[src/rtl/seq_nonrestoring_divider.sv]
// rtl/seq_nonrestoring_divider.sv - iterative radix-2 non-restoring unsigned divider, one quotient bit per clock
// Optional macro DIV_ZERO_FAST_EN: a zero divisor completes in one edge and raises dz.
module seq_nonrestoring_divider #(
    parameter int WIDTH = 24,
    parameter int CNTW  = 5
) (
    input  logic             clk,
    input  logic             rst,
    input  logic             start,
    input  logic [WIDTH-1:0] a,
    input  logic [WIDTH-1:0] b,
    output logic [WIDTH-1:0] q,
    output logic [WIDTH-1:0] r,
    output logic             busy,
    output logic             ready,
    output logic             dz
);

    typedef enum logic [1:0] {
        S_IDLE,
        S_RUN,
        S_FIX,
        S_DONE
    } state_t;

    state_t           state_q, state_d;
    logic [WIDTH-1:0] a_q, a_d;
    logic [WIDTH-1:0] b_q, b_d;
    logic [WIDTH:0]   p_q, p_d;
    logic [CNTW-1:0]  cnt_q, cnt_d;
    logic [WIDTH-1:0] q_q, q_d;
    logic [WIDTH-1:0] r_q, r_d;
    logic             accept;
    logic [WIDTH:0]   p_shift;
    logic [WIDTH:0]   p_step;
    logic [WIDTH-1:0] r_fix;

    assign accept = start && (state_q == S_IDLE || state_q == S_DONE);

    // Partial remainder is signed WIDTH+1 bits; its MSB selects add or subtract.
    assign p_shift = {p_q[WIDTH-1:0], a_q[WIDTH-1]};
    assign p_step  = p_q[WIDTH] ? p_shift + {1'b0, b_q} : p_shift - {1'b0, b_q};
    assign r_fix   = p_q[WIDTH] ? p_q[WIDTH-1:0] + b_q : p_q[WIDTH-1:0];

    always_ff @(posedge clk) begin
        if (rst) begin
            state_q <= S_IDLE;
        end else begin
            state_q <= state_d;
        end
    end

    always_comb begin
        state_d = state_q;
        case (state_q)
            S_IDLE, S_DONE: begin
                if (accept) begin
`ifdef DIV_ZERO_FAST_EN
                    state_d = (b == '0) ? S_DONE : S_RUN;
`else
                    state_d = S_RUN;
`endif
                end else begin
                    state_d = S_IDLE;
                end
            end
            S_RUN:   state_d = (cnt_q == CNTW'(1)) ? S_FIX : S_RUN;
            S_FIX:   state_d = S_DONE;
            default: state_d = S_IDLE;
        endcase
    end

    always_comb begin
        busy  = (state_q == S_RUN) || (state_q == S_FIX);
        ready = (state_q == S_DONE);
    end

    always_comb begin
        a_d   = a_q;
        b_d   = b_q;
        p_d   = p_q;
        cnt_d = cnt_q;
        q_d   = q_q;
        r_d   = r_q;
        if (state_q == S_RUN) begin
            p_d   = p_step;
            a_d   = {a_q[WIDTH-2:0], ~p_step[WIDTH]};
            cnt_d = cnt_q - CNTW'(1);
        end else if (state_q == S_FIX) begin
            q_d = a_q;
            r_d = r_fix;
        end else if (accept) begin
            a_d   = a;
            b_d   = b;
            p_d   = '0;
            cnt_d = CNTW'(WIDTH);
`ifdef DIV_ZERO_FAST_EN
            if (b == '0) begin
                q_d = '1;
                r_d = a;
            end
`endif
        end
    end

    always_ff @(posedge clk) begin
        if (rst) begin
            a_q   <= '0;
            b_q   <= '0;
            p_q   <= '0;
            cnt_q <= '0;
            q_q   <= '0;
            r_q   <= '0;
        end else begin
            a_q   <= a_d;
            b_q   <= b_d;
            p_q   <= p_d;
            cnt_q <= cnt_d;
            q_q   <= q_d;
            r_q   <= r_d;
        end
    end

    assign q = q_q;
    assign r = r_q;

`ifdef DIV_ZERO_FAST_EN
    logic dz_q, dz_d;

    // dz is sticky until the next accepted start re-evaluates it.
    always_comb begin
        dz_d = dz_q;
        if (accept) begin
            dz_d = (b == '0);
        end
    end

    always_ff @(posedge clk) begin
        if (rst) begin
            dz_q <= 1'b0;
        end else begin
            dz_q <= dz_d;
        end
    end

    assign dz = dz_q;
`else
    assign dz = 1'b0;
`endif

endmodule

[config.mk]
export PLATFORM = sky130hd
export DESIGN_NAME = seq_nonrestoring_divider
export DESIGN_NICKNAME = d
export VERILOG_FILES = /design/src/rtl/seq_nonrestoring_divider.sv
export SDC_FILE = /design/constraint.sdc
export NUM_CORES = 1
export LEC_CHECK = 0
export CORE_UTILIZATION = 58
export CTS_BUF_LIST = sky130_fd_sc_hd__clkbuf_8
export DETAILED_ROUTE_END_ITERATION = 16
export GPL_TIMING_DRIVEN = 0
export MAX_ROUTING_LAYER = met4
export PLACE_DENSITY = 0.83
export SLEW_MARGIN = 20
export SYNTH_ARGS = -nofsm -noshare
export SYNTH_HDL_FRONTEND = slang
export SYNTH_SLANG_ARGS = --single-unit
[constraint.sdc]
create_clock -name clk -period 4.8 [get_ports clk]
set_input_delay 0.72 -clock clk [delete_from_list [all_inputs] [get_ports clk]]
set_output_delay 0.72 -clock clk [all_outputs]
set_load 0.02 [all_outputs]
==> metrics <==
die boundary height=between 100 and 150 um; Seq pwr share=0.362; critical-path cell list=clkbuf_1 > clkbuf_1 > nor2_1 > xor2_1 > ha_1 > nor2b_1 > o21ai_0 > a21oi_1 > o21ai_0 > a211oi_1 > o32ai_1 > xnor2_1 > a22o_1; DR WL/cell=18.1 um; peak supply drop=0.246 mV; Final Hold Vio Count=0; die area=13800 um^2; EDFF count, synth=0; Clock Power Share=0.298; Crit-path slowest cell=clkbuf_1; Clock Path Buffers=2; layout net count=1183; share of layout cells above drive strength 1=0.0414; FF+latch count, synth=between 100 and 150; crit end category=flip-flop; Synth cell types=58; Die Width=118 um; Worst-path clk slew=approximately 0.070 ns; Final Skew=~0.012 ns; total CTS buffers=17; fmax=225 MHz; Critical Path RT=approximately 5.2 ns; clock sink count=roughly 130; static leakage=between 3 and 4 nW; Vias/cell=5.97; initial antenna violation count=0; DRC=0; syn_nets=between 1000 and 1500; routed via count=7528; slew margin rel.=0.405; Worst-Skew Late Latency=0.46 ns; top-area cell type share of the netlist area=0.331; GR Util All Layers=0.345; CP Data Arrival Time=slightly below 5 ns; pin count of the biggest net entering global routing=17; Max Cap Violations=0; dpl hpwl=between 15000 and 20000 um; Routed Antenna Nets=0; Post-DP Area=8950 um^2; Crit path max-delay family=compound AO/OA/AOI/OAI gates; gr ovfl total=0; Final Cycle Share=0.927; top_reg_cell synth=dfxtp_1; area added between synthesis and finish=21.1%; Avg Cell Area, Syn=8.09 um^2; Worst Setup Start Kind=flip-flop; Cell Rows=between 40 and 50; NetSw=between 1 and 1.5 mW; Post-CTS Resized=0; Ys Warns=0; Gate power share=0.340; Clock Root Buffer=clkbuf_8; H-tree depth=4; Core ar.=around 13000 um^2; CP max stage delay=0.58 ns; hold-fix buffers at CTS=0; CTS tree=built; buffer count from post-CTS setup fixing=0; final setup fails=0; Setup CP Type=reg2reg; P per Cell Area=359 nW/um^2; Sw Share=0.363; Final Slew Violations=0; critical path buffer and inverter count=2; CP Max Fanout=10; Hold Path Class=reg2reg; first-pass GRT wire length=~36000 um; Ant. Diodes=0; PortBufs=99; Seq/Total Area, Yosys=0.331; Iteration-0 DRC Markers=between 600 and 700; synthesized area=a little under 8000 um^2; I/O pins=102; Post-Synthesis Cells=957; Final Cell Area=9370 um^2; ys async rst share=0; status=finished clean; Tmin final=4.45 ns; Internal=2.15 mW; Initial Utilization=0.604; drt total wl=22800 um; Slew @ Worst Pin=0.892 ns; routability-driven placement congestion ratio=0.956; vias in the first global route=7132; DRT Pass-1 Iters=5; top cells by area, synth=dfxtp_1 33%, ha_1 8.9%, mux2i_1 7.6%; setup tns final=0 ns; area leader, netlist=dfxtp_1; RSZ-0062 raised after global routing=no
through the flow:
step	total power [mW]	util	std cells	hold slack (ns)	setup slack, ns
CTS	3.35	0.731	1260	0.466	0.518
global route	3.54	0.731	1260	0.497	0.285
floorplan	2.06	-	957	0.454	1.40
finish	3.37	0.731	1260	0.460	0.351
detailed placement	2.36	0.698	1228	0.449	0.522
global placement	2.33	0.698	1228	0.448	0.579
worst min-delay path: cells and delay by family, from the launching register on:
family             cells  cell delay (ns)
AOI/OAI and AO/OA      1             0.05
and+or+nand+nor        1             0.05
DFF                    1             0.33
metal layers:
layer | global-route usage | vias up | wire length [um]
met1 | 0.431 | 3551 | 9960
met3 | 0.0707 | 58 | 1650
met5 | - | - | 0
li1 | - | 3623 | -
met4 | 0.144 | 0 | 791
met2 | 0.540 | 296 | 10400
Yosys cell counts, types with 3 or more instances:
library cell	instances
o22ai_1	5
ha_1	55
and2_1	5
dfxtp_1	128
xor2_1	34
nor2b_1	18
nor3_1	16
o211ai_1	4
o21ai_0	48
clkbuf_1	35
a31oi_1	13
a211oi_1	41
a21oi_1	102
and3_1	5
a22oi_1	5
a21o_1	16
nand3_1	13
nor2_1	114
or2_2	3
nand2_1	98
nand2b_1	9
o21bai_1	6
mux2i_1	59
or3_1	4
buf_1	12
nor3b_1	7
a311oi_1	3
xnor2_1	24
inv_1	31
o21a_1	4
nand4_1	6
cell usage in the layout, fill, tap and decap left out, types with 13 or more instances in the layout:
master | Yosys | routed
dfxtp_1 | 128 | 128
nor2_1 | 114 | 114
a21oi_1 | 102 | 102
clkdlybuf4s50_1 | 0 | 99
nand2_1 | 98 | 98
mux2i_1 | 59 | 59
ha_1 | 55 | 55
o21ai_0 | 48 | 48
a211oi_1 | 41 | 41
clkbuf_1 | 35 | 35
xor2_1 | 34 | 34
inv_1 | 31 | 31
xnor2_1 | 24 | 24
clkbuf_8 | 0 | 19
nor2b_1 | 18 | 18
nor3_1 | 16 | 16
a21o_1 | 16 | 16
a31oi_1 | 13 | 13
nand3_1 | 13 | 13
power by group through the flow:
stage	Sequential (mW)	Clock [mW]	Combinational, mW
floorplan	1.21	0	0.852
global placement	1.24	0	1.09
detailed placement	1.24	0	1.12
CTS	1.22	1.00	1.13
global route	1.23	1.05	1.26
finish	1.22	1.00	1.15
registers in the layout, summed over array words and instances (netlist names):
signal,flops
q,24
r,24
state_q,2
p_q,25
a_q,24
cnt_q,5
b_q,24
worst paths after layout:
check | startpoint | endpoint | slack (ns) | depth (start not counted)
max | p_q[24]$_SDFFE_PP0P_ | p_q[24]$_SDFFE_PP0P_ | 0.35 | 13
min | r[23]$_SDFFE_PP0P_ | r[23]$_SDFFE_PP0P_ | 0.46 | 2
max reg2reg | p_q[24]$_SDFFE_PP0P_ | p_q[24]$_SDFFE_PP0P_ | 0.35 | 13
min reg2reg | r[23]$_SDFFE_PP0P_ | r[23]$_SDFFE_PP0P_ | 0.46 | 2
cell type report:
class | count | area [um^2]
Multi-Input combinational cell | 750 | 4880
Fill cell | 1030 | 3450
Sequential cell | 128 | 2560
Timing Repair Buffer | 99 | 991
Clock buffer | 19 | 262
Tap cell | 172 | 215
Buffer | 48 | 184
Clock inverter | 13 | 163
Inverter | 31 | 116
kinds of logic (layout without fill, tap and decap cells):
| logic type | count (synthesis) | after routing | share of synthesized area |
|---|---|---|---|
| AO/OA/AOI/OAI | 266 | 266 | 0.210 |
| XOR/XNOR | 58 | 58 | 0.0656 |
| adder cells (fa/ha/maj) | 57 | 57 | 0.0941 |
| buffers and inverters | 79 | 210 | 0.0388 |
| flip-flops | 128 | 128 | 0.331 |
| multiplexers | 60 | 60 | 0.0777 |
| other | 1 | 1 | 0.000484 |
| AND/OR/NAND/NOR | 308 | 308 | 0.183 |
No activity file was read; power rests on OpenSTA's default activity.
